[config.mk]
export PLATFORM = sky130hd
export DESIGN_NAME = truth_table_sweeper_flat
export DESIGN_NICKNAME = d
export VERILOG_FILES = /design/src/rtl/sweep_pkg.sv /design/src/rtl/truth_table_sweeper_if.sv /design/src/rtl/truth_table_sweeper_settle_timer.sv /design/src/rtl/truth_table_sweeper.sv /design/src/flat_wrapper.sv
export SDC_FILE = /design/constraint.sdc
export NUM_CORES = 1
export LEC_CHECK = 0
export ABC_AREA = 1
export CORE_MARGIN = 1
export CORE_UTILIZATION = 45
export CTS_BUF_LIST = sky130_fd_sc_hd__clkbuf_8 sky130_fd_sc_hd__clkbuf_16
export CTS_CLUSTER_DIAMETER = 120
export DETAILED_ROUTE_END_ITERATION = 7
export PLACE_DENSITY_LB_ADDON = 0.05
export SETUP_SLACK_MARGIN = 0.05
export SLEW_MARGIN = 10
export SYNTH_ARGS = -nofsm -noshare
export SYNTH_HDL_FRONTEND = slang
export SYNTH_SLANG_ARGS = --single-unit
[constraint.sdc]
create_clock -name clk -period 2.2 [get_ports clk]
set_input_delay 0.44 -clock clk [delete_from_list [all_inputs] [get_ports clk]]
set_output_delay 0.44 -clock clk [all_outputs]
set_load 0.03 [all_outputs]
[src/rtl/sweep_pkg.sv]
// Shared types and sizing helpers for the truth-table sweeper.
//   state_e      : sequencer states
//   vec_count()  : number of input vectors for an N_IN-input function
//   settle_w()   : width of the settle down-counter for a given SETTLE
package sweep_pkg;

    typedef enum logic [1:0] {S_IDLE, S_DRIVE, S_SAMPLE, S_DONE} state_e;

    localparam int DEF_N_IN   = 4;
    localparam int DEF_SETTLE = 1;
    localparam int DEF_VECS   = 1 << DEF_N_IN;

    function automatic int vec_count(input int n_in);
        return 1 << n_in;
    endfunction

    // Counter must hold SETTLE-1; keep at least one bit so SETTLE=1 still builds.
    function automatic int settle_w(input int settle);
        return (settle < 2) ? 1 : $clog2(settle + 1);
    endfunction

    localparam int DEF_CNT_W = settle_w(DEF_SETTLE);

endpackage

[src/rtl/truth_table_sweeper_if.sv]
// Control/status and function-under-test bus of the truth-table sweeper.
//   start/abort/expected : sweep control from the bench or control register
//   dut_in/dut_y         : vector out to, result back from, the function under test
//   busy/done/pass       : sweep status
//   err_count/first_fail_idx/first_fail_valid : mismatch record of the current/last sweep
// slave  = sweeper side, master = controller/function side.
interface truth_table_sweeper_if
    import sweep_pkg::*;
#(
    parameter int N_IN = DEF_N_IN
);
    localparam int VECS = vec_count(N_IN);

    logic                 start;
    logic                 abort;
    logic [VECS-1:0]      expected;
    logic [N_IN-1:0]      dut_in;
    logic                 dut_y;
    logic                 busy;
    logic                 done;
    logic                 pass;
    logic [N_IN:0]        err_count;
    logic [N_IN-1:0]      first_fail_idx;
    logic                 first_fail_valid;

    modport slave (
        input  start, abort, expected, dut_y,
        output dut_in, busy, done, pass, err_count, first_fail_idx, first_fail_valid
    );

    modport master (
        output start, abort, expected, dut_y,
        input  dut_in, busy, done, pass, err_count, first_fail_idx, first_fail_valid
    );

endinterface

[src/rtl/truth_table_sweeper_settle_timer.sv]
// sweep_settle_timer: loadable down-counter that measures how long a vector
// has been held on dut_in before it may be sampled.
//   clk, rst_n : clock, async active-low reset
//   load       : load load_val (wins over en)
//   load_val   : reload value (SETTLE-1)
//   en         : count down while non-zero
//   zero       : counter is at zero
module sweep_settle_timer #(
    parameter int W = 1
) (
    input  logic         clk,
    input  logic         rst_n,
    input  logic         load,
    input  logic [W-1:0] load_val,
    input  logic         en,
    output logic         zero
);
    logic [W-1:0] cnt_q, cnt_d;

    always_comb begin
        cnt_d = cnt_q;
        if (load)                   cnt_d = load_val;
        else if (en && cnt_q != '0) cnt_d = cnt_q - W'(1);
    end

    always_ff @(posedge clk or negedge rst_n) begin
        if (!rst_n) cnt_q <= '0;
        else        cnt_q <= cnt_d;
    end

    assign zero = (cnt_q == '0);

endmodule

[src/rtl/truth_table_sweeper.sv]
// truth_table_sweeper: walks every input vector of an N_IN-input combinational
// function, holds each for SETTLE cycles, compares dut_y against a latched
// expected truth table and records mismatch count and lowest failing vector.
//   clk, rst_n : clock, async active-low reset
//   bus        : truth_table_sweeper_if.slave (control, status, function-under-test I/O)
// All outputs are registered; done and pass appear on the edge that leaves DONE.
module truth_table_sweeper
    import sweep_pkg::*;
#(
    parameter int N_IN   = DEF_N_IN,
    parameter int SETTLE = DEF_SETTLE
) (
    input  logic                  clk,
    input  logic                  rst_n,
    truth_table_sweeper_if.slave  bus
);
    localparam int VECS = vec_count(N_IN);
    localparam int IW   = N_IN + 1;   // one spare bit so the last vector never wraps
    localparam int CW   = settle_w(SETTLE);
    localparam logic [CW-1:0] RELOAD = CW'(SETTLE - 1);
    localparam logic [IW-1:0] LAST   = IW'(VECS - 1);

    state_e          state_q, state_d;
    logic [IW-1:0]   idx_q, idx_d, idx_inc;
    logic [VECS-1:0] exp_q, exp_d;
    logic [N_IN-1:0] dut_in_q, dut_in_d;
    logic            busy_q, busy_d;
    logic            done_q, done_d;
    logic            pass_q, pass_d;
    logic [IW-1:0]   err_q, err_d;
    logic [N_IN-1:0] ff_idx_q, ff_idx_d;
    logic            ff_vld_q, ff_vld_d;
    logic            tmr_load, tmr_zero, mismatch;

    assign idx_inc  = idx_q + IW'(1);
    assign mismatch = bus.dut_y ^ exp_q[idx_q[N_IN-1:0]];

    sweep_settle_timer #(.W(CW)) u_timer (
        .clk      (clk),
        .rst_n    (rst_n),
        .load     (tmr_load),
        .load_val (RELOAD),
        .en       (state_q == S_DRIVE),
        .zero     (tmr_zero)
    );

    always_comb begin
        state_d  = state_q;
        idx_d    = idx_q;
        exp_d    = exp_q;
        dut_in_d = dut_in_q;
        busy_d   = 1'b0;
        done_d   = 1'b0;
        pass_d   = pass_q;
        err_d    = err_q;
        ff_idx_d = ff_idx_q;
        ff_vld_d = ff_vld_q;
        tmr_load = 1'b0;

        // Abort freezes the partial record and suppresses this cycle's sample.
        if (bus.abort && state_q != S_IDLE) begin
            state_d = S_IDLE;
        end else begin
            unique case (state_q)
                S_IDLE: begin
                    if (bus.start) begin
                        exp_d    = bus.expected;
                        idx_d    = '0;
                        dut_in_d = '0;
                        err_d    = '0;
                        ff_idx_d = '0;
                        ff_vld_d = 1'b0;
                        pass_d   = 1'b0;
                        tmr_load = 1'b1;
                        state_d  = S_DRIVE;
                    end
                end
                S_DRIVE: begin
                    if (tmr_zero) state_d = S_SAMPLE;
                end
                S_SAMPLE: begin
                    if (mismatch) begin
                        err_d = err_q + IW'(1);
                        if (!ff_vld_q) begin
                            ff_idx_d = idx_q[N_IN-1:0];
                            ff_vld_d = 1'b1;
                        end
                    end
                    if (idx_q == LAST) begin
                        state_d = S_DONE;
                    end else begin
                        idx_d    = idx_inc;
                        dut_in_d = idx_inc[N_IN-1:0];
                        tmr_load = 1'b1;
                        state_d  = S_DRIVE;
                    end
                end
                S_DONE: begin
                    done_d  = 1'b1;
                    pass_d  = (err_q == '0);
                    state_d = S_IDLE;
                end
                default: state_d = S_IDLE;
            endcase
        end

        busy_d = (state_d != S_IDLE);
    end

    always_ff @(posedge clk or negedge rst_n) begin
        if (!rst_n) begin
            state_q  <= S_IDLE;
            idx_q    <= '0;
            exp_q    <= '0;
            dut_in_q <= '0;
            busy_q   <= 1'b0;
            done_q   <= 1'b0;
            pass_q   <= 1'b0;
            err_q    <= '0;
            ff_idx_q <= '0;
            ff_vld_q <= 1'b0;
        end else begin
            state_q  <= state_d;
            idx_q    <= idx_d;
            exp_q    <= exp_d;
            dut_in_q <= dut_in_d;
            busy_q   <= busy_d;
            done_q   <= done_d;
            pass_q   <= pass_d;
            err_q    <= err_d;
            ff_idx_q <= ff_idx_d;
            ff_vld_q <= ff_vld_d;
        end
    end

    assign bus.dut_in           = dut_in_q;
    assign bus.busy             = busy_q;
    assign bus.done             = done_q;
    assign bus.pass             = pass_q;
    assign bus.err_count        = err_q;
    assign bus.first_fail_idx   = ff_idx_q;
    assign bus.first_fail_valid = ff_vld_q;

endmodule

[src/flat_wrapper.sv]
// flat-port wrapper written by rule: the top's interface ports become plain ports
module truth_table_sweeper_flat import sweep_pkg::*;
#(
    parameter int N_IN   = DEF_N_IN,
    parameter int SETTLE = DEF_SETTLE
)
  (clk, rst_n, bus_start, bus_abort, bus_expected, bus_dut_y, bus_dut_in, bus_busy, bus_done, bus_pass, bus_err_count, bus_first_fail_idx, bus_first_fail_valid);
  truth_table_sweeper_if #(.N_IN(N_IN)) bus_i ();
  input  logic clk;
  input  logic rst_n;
  input wire logic [$bits(bus_i.start)-1:0] bus_start;
  input wire logic [$bits(bus_i.abort)-1:0] bus_abort;
  input wire logic [$bits(bus_i.expected)-1:0] bus_expected;
  input wire logic [$bits(bus_i.dut_y)-1:0] bus_dut_y;
  output wire logic [$bits(bus_i.dut_in)-1:0] bus_dut_in;
  output wire logic [$bits(bus_i.busy)-1:0] bus_busy;
  output wire logic [$bits(bus_i.done)-1:0] bus_done;
  output wire logic [$bits(bus_i.pass)-1:0] bus_pass;
  output wire logic [$bits(bus_i.err_count)-1:0] bus_err_count;
  output wire logic [$bits(bus_i.first_fail_idx)-1:0] bus_first_fail_idx;
  output wire logic [$bits(bus_i.first_fail_valid)-1:0] bus_first_fail_valid;
  assign bus_i.start = bus_start;
  assign bus_i.abort = bus_abort;
  assign bus_i.expected = bus_expected;
  assign bus_i.dut_y = bus_dut_y;
  assign bus_dut_in = bus_i.dut_in;
  assign bus_busy = bus_i.busy;
  assign bus_done = bus_i.done;
  assign bus_pass = bus_i.pass;
  assign bus_err_count = bus_i.err_count;
  assign bus_first_fail_idx = bus_i.first_fail_idx;
  assign bus_first_fail_valid = bus_i.first_fail_valid;
  truth_table_sweeper #(.N_IN(N_IN), .SETTLE(SETTLE)) u_core (.clk(clk), .rst_n(rst_n), .bus(bus_i));
endmodule
# ---- After elaboration in Yosys (flattened, before gate mapping)
# Cells that the tools add are included.
dict set report totals {
  regBits 41
  in_bits 21
  out_inout_bits 17
  wordCells 69
}
dict set report op_classes {
  add_sub_neg 3
  order_cmp 1
  n_eq_ne 8
  muxes 30
  bitwise_logic 2
  n_reduce_logical 14
}
# operator n
set ops {}
lappend ops {{one-hot mux 5 bit (2 select lines)} 2}
lappend ops {{two-way mux 4 bit} 4}
lappend ops {{one-hot mux 4 bit (2 select lines)} 2}
lappend ops {{two-way mux 5 bit} 3}
lappend ops {{adder 5 x 1 -> 5 bit, second input constant} 2}
lappend ops {{two-way mux 1 bit} 10}
lappend ops {{nonzero test 2 bit} 5}
lappend ops {{two-way mux 2 bit} 4}
lappend ops {{one-hot mux 2 bit (4 select lines)} 1}
lappend ops {{AND reduction 4 bit} 2}
lappend ops {{!= test 2 bit, second input constant} 3}
lappend ops {{one-hot mux 1 bit (2 select lines)} 3}
lappend ops {{AND reduction 3 bit} 2}
lappend ops {{equality test 5 x 4 -> 1 bit, second input constant} 1}
lappend ops {{logical NOT 5 bit} 1}
lappend ops {{< comparator 4 x 5 -> 1 bit, second input constant} 1}
lappend ops {{AND reduction 5 bit} 1}
lappend ops {{binary-select mux 1 bit (select 4 bit)} 1}
lappend ops {{equality test 2 bit, second input constant} 2}
lappend ops {{equality test 2 x 1 -> 1 bit, second input constant} 1}
lappend ops {{logical AND 1 bit} 2}
lappend ops {{logical NOT 2 bit} 1}
lappend ops {{!= test 2 x 1 -> 1 bit, second input constant} 1}
lappend ops {{inverter 1 bit} 1}
lappend ops {{2 further kinds} 2}

# ---- Logic depth before layout (Yosys ltp)
dict set report depth {
  depth_word 5
  mapped_depth 12
  ltp_nobuf 11
}

# ---- Cells and area by module
# A second synthesis with hierarchy kept.
dict set report unflattened {
  cells_unflattened 238
  hier_area_um2 2009.4
}
# module instances cells_per_inst area_per_inst_um2 seq_area_each_um2
set modules_own_cells {}
lappend modules_own_cells {truth_table_sweeper 1 231 1960.6 900.9}
lappend modules_own_cells {sweep_settle_timer 1 7 48.8 25.0}

# ---- Worst setup path after synthesis
# OpenSTA, ideal clock, no wires.
dict set report synth_timing {
  path_type {reg-to-reg}
  startpoint {reg u_core.state_q[0]}
  endpoint {reg u_core.dut_in_q[2] (netlist: u_core.bus.dut_in[2])}
  setup_time_ns 0.082
  arrival_time_ns 1.549
  t_required_ns 2.118
  slack_ns 0.569
  path_stages_with_launch 11
  path_buffers 0
  period_less_slack_ns 1.631
  cell_sequence {dfrtp_1 inv_1 ha_1 nor2_1 nor2_1 nand2_1 inv_2 nand2_2 o21ai_0 o21ai_0 a31oi_1}
}
dict set report synth_via {
  elab_chain_len 4
  elab_cells_between_ends 10
  cone_classes {eq/ne: 3; mux: 1; bitwise: 1; reduce/logical: 5}
}
# element line
set synth_rtl {}
lappend synth_rtl {{start, declared} truth_table_sweeper.sv:23} ;# state_e state_q, state_d;
lappend synth_rtl {{start signal, assigned} truth_table_sweeper.sv:123} ;# state_q <= state_d;
lappend synth_rtl {{branches (longest 4 deep; another with AND reduction 4 bit)} -}
lappend synth_rtl {{end signal, assigned} truth_table_sweeper.sv:126} ;# dut_in_q <= dut_in_d;
lappend synth_rtl {{end, declared} truth_table_sweeper.sv:26} ;# logic [N_IN-1:0] dut_in_q, dut_in_d;
# Several ways; the timed one is not identified.
# A chain may end at the register's enable or synchronous reset.

# ---- Worst setup path after layout
dict set report layout_timing {
  startpoint {reg u_core.dut_in_q[0] (netlist: u_core.bus.dut_in[0])}
  endpoint {out bus_dut_in[0]}
}
# element line
set layout_lines {}
lappend layout_lines {{end, declared} flat_wrapper.sv:15} ;# output wire logic [$bits(bus_i.dut_in)-1:0] bus_dut_in;
# No word-level cell between the ends.

==> impl_metrics.toml <==
[outcome]
outcome = "completed"

[layout]
regArea_um2 = 925.9
layout-drive-gt1-share_pct = 10.51
multi_input_area_um2 = 840.8
final_cell_mix = "58 x nand2_1, 38 x inv_1, 37 x clkdlybuf4s50_1, 37 x dfrtp_1, 22 x o21ai_0"
diodes = 0
final_common_cell = "nand2_1"
num-nets-final = 304
fill_cells = 378
area_growth_syn_to_layout_pct = 23.55

[routing]
firstDrtPassIters = 4
num_vias = 1567
via_per_inst = 4.807
ant_nets = 0
wl_per_cell_um = 11.30
drtIter0Drc = 102
drc_errors = 0
routed_wl_mm = 3.685

[timing]
relSlewSlack_pct = 70.82
min_period_ns = 2.012
tightest_slew_ns = 0.4266
slew_viol_final = 0
finClkSkew_ns = 0.005780
fin_tns_setup_ns = 0
rsz0062_at_grt = "no"
hold_violations = 0
finalSetupViolCount = 0
whs_ns = 0.4723
fmax_mhz = 497.0
period_share_pct = 91.45

[clock_tree]
root_buffer = "clkbuf_8"
postCtsResizedCells = 0
clkSinkCount = 37
cts_hold_buf = 0
path_clk_slew_ns = 0.07
cts_buffers = 5
htree_levels = 2
insertion_delay_ns = 0.28
clock_path_buffers = 2
post_cts_buffers = 0
cts_tree = "yes"

[setup_path]
crit_slowest_cell = "clkdlybuf4s50_1"
r2r-start = "u_core.bus.dut_in[0]"
crit_buf_inv = 1
cp_max_fo = 11
path_class = "reg2out"
cp-start-kind = "flip-flop"
worstPathRequired_ns = 1.76
r2r-end = "u_core.u_timer.cnt_q"
endpoint_kind = "primary output"
rr_worst_depth = 6
crit_family = "buffers and inverters"
crit_chain = "clkdlybuf4s50_1"
ff2ff_setup_slack_ns = 0.33
worst_ep_arrival_time_ns = 1.57
slowest_delay_ns = 0.74

[die]
core-area_mm2 = 0.004115
die_height_um = 68.37
initial_core_util_pct = 48.16
rows = 23
io_pins = 38
dieArea_mm2 = 0.004674
die_x_um = 68.37

[placement]
hpwl_mm = 2.663
place.gp.congestion = 0.8772
io_buffers = 37

[logic_synthesis]
synth_cells = 237
ys_warn_count = 0
synth_edf_count = 0
ys_types = 28
syn-num-nets = 266
seq_area_frac_synth_pct = 46.72
synth_area_per_cell_um2 = 8.362
synth_seq_cells = 37
async_flop_share_pct = 100.0
ys.flop_type = "dfrtp_1"
synth_area_mm2 = 0.001982

[global_route]
gr-total-overflow = 0
grt_pass1_wl_mm = 6.520
antenna_found_initial = 0
grt_max_degree = 38
grt_usage_pct = 19.01
grt_pass1_vias = 1482

[min_path]
holdPathStages = 2
holdPathEnd = "u_core.bus.first_fail_idx[1]"
hp-class = "reg2reg"
holdCritStartpoint = "u_core.bus.first_fail_idx[1]"

[power]
leakage_nw = 1.170
powerDensity_mw_per_mm2 = 1107
vdd_ir_drop_max_uv = 630.3

[run]
drv_cap = 0
-- registers in the layout (all words and copies together), names as in the netlist --
register                     count
u_core.bus.done                  1
u_core.idx_q                     2
u_core.state_q                   2
u_core.bus.dut_in                3
u_core.bus.first_fail_valid      1
u_core.bus.pass                  1
u_core.u_timer.cnt_q             1
u_core.bus.busy                  1
u_core.bus.err_count             5
u_core.bus.first_fail_idx        4
u_core.exp_q                    16
-- cell usage after synthesis, types with 3 or more instances --
cell type   n  share of area [%]
dfrtp_1    37                 47
nand2_2     7                2.2
o21ai_0    22                5.6
nand4_1     4                1.3
inv_1      35                6.6
clkbuf_1    4               0.76
ha_1        8                5.1
nand2_1    58                 11
nand3_2     3                1.5
nand3_1    18                4.5
buf_4       4                1.5
nor2_1     10                1.9
o21ai_2     6                2.7
-- area by class of cell --
type / instances / area share, %
timing repair buffer: 41 / 16.35
clock buffer: 5 / 2.810
sequential: 37 / 37.81
clock inverter: 3 / 0.4599
inverter: 37 / 5.672
multi-input combinational: 153 / 34.34
tap: 50 / 2.555
-- layer usage --
layer | GRT usage, % | part of all wire (%) | vias up
met5 | 0 | 0 | -
met4 | 5.469 | 0.84 | 0
met3 | 5.167 | 4.6 | 4
met2 | 29.41 | 44 | 35
met1 | 25.84 | 51 | 706
li1 | - | - | 822
-- worst max path at each step --
stage | startpoint | cells after the start | endpoint | slack (ns)
2_1_floorplan | u_core.state_q[0] | 10 | u_core.bus.dut_in[2] | 0.57
3_3_place_gp | bus_start | 9 | u_core.bus.dut_in[2] | 0.34
3_5_place_dp | bus_start | 9 | u_core.bus.dut_in[2] | 0.33
4_1_cts | u_core.bus.dut_in[0] | 1 | bus_dut_in[0] | 0.18
5_1_grt | u_core.state_q[1] | 11 | u_core.bus.dut_in[2] | 0.11
6_report | u_core.bus.dut_in[0] | 1 | bus_dut_in[0] | 0.19
-- kinds of logic after synthesis --
| kind of cell | synth area share (%) |
|---|---|
| AND/OR/NAND/NOR | 25.13 |
| XOR/XNOR | 1.768 |
| adder cells (fa/ha/maj) | 5.051 |
| flip-flops | 46.72 |
| AO/OA/AOI/OAI | 10.48 |
| buffers and inverters | 10.86 |
-- report_power, final --
| part | switching [mW] | total [mW] | internal (mW) |
|---|---|---|---|
| clock network | 0.222 | 0.433 | 0.211 |
| registers | 0.115 | 1.01 | 0.891 |
| logic | 0.824 | 1.27 | 0.448 |
-- metrics by stage --
step | instances | worst slack (ns) | cell area, µm² | power [mW] | utilization [%]
finish | 326 | 0.1881 | 2449 | 2.711 | 59.50
global route | 326 | 0.1075 | 2449 | 2.998 | 59.50
CTS | 326 | 0.1771 | 2449 | 2.748 | 59.50
detailed placement | 318 | 0.3267 | 2369 | 2.303 | 57.56
global placement | 318 | 0.3398 | 2369 | 2.293 | 57.56
floorplan | 237 | 0.5691 | 1982 | 2.030 | -
Note: power is estimated with default switching activity, not from simulation.
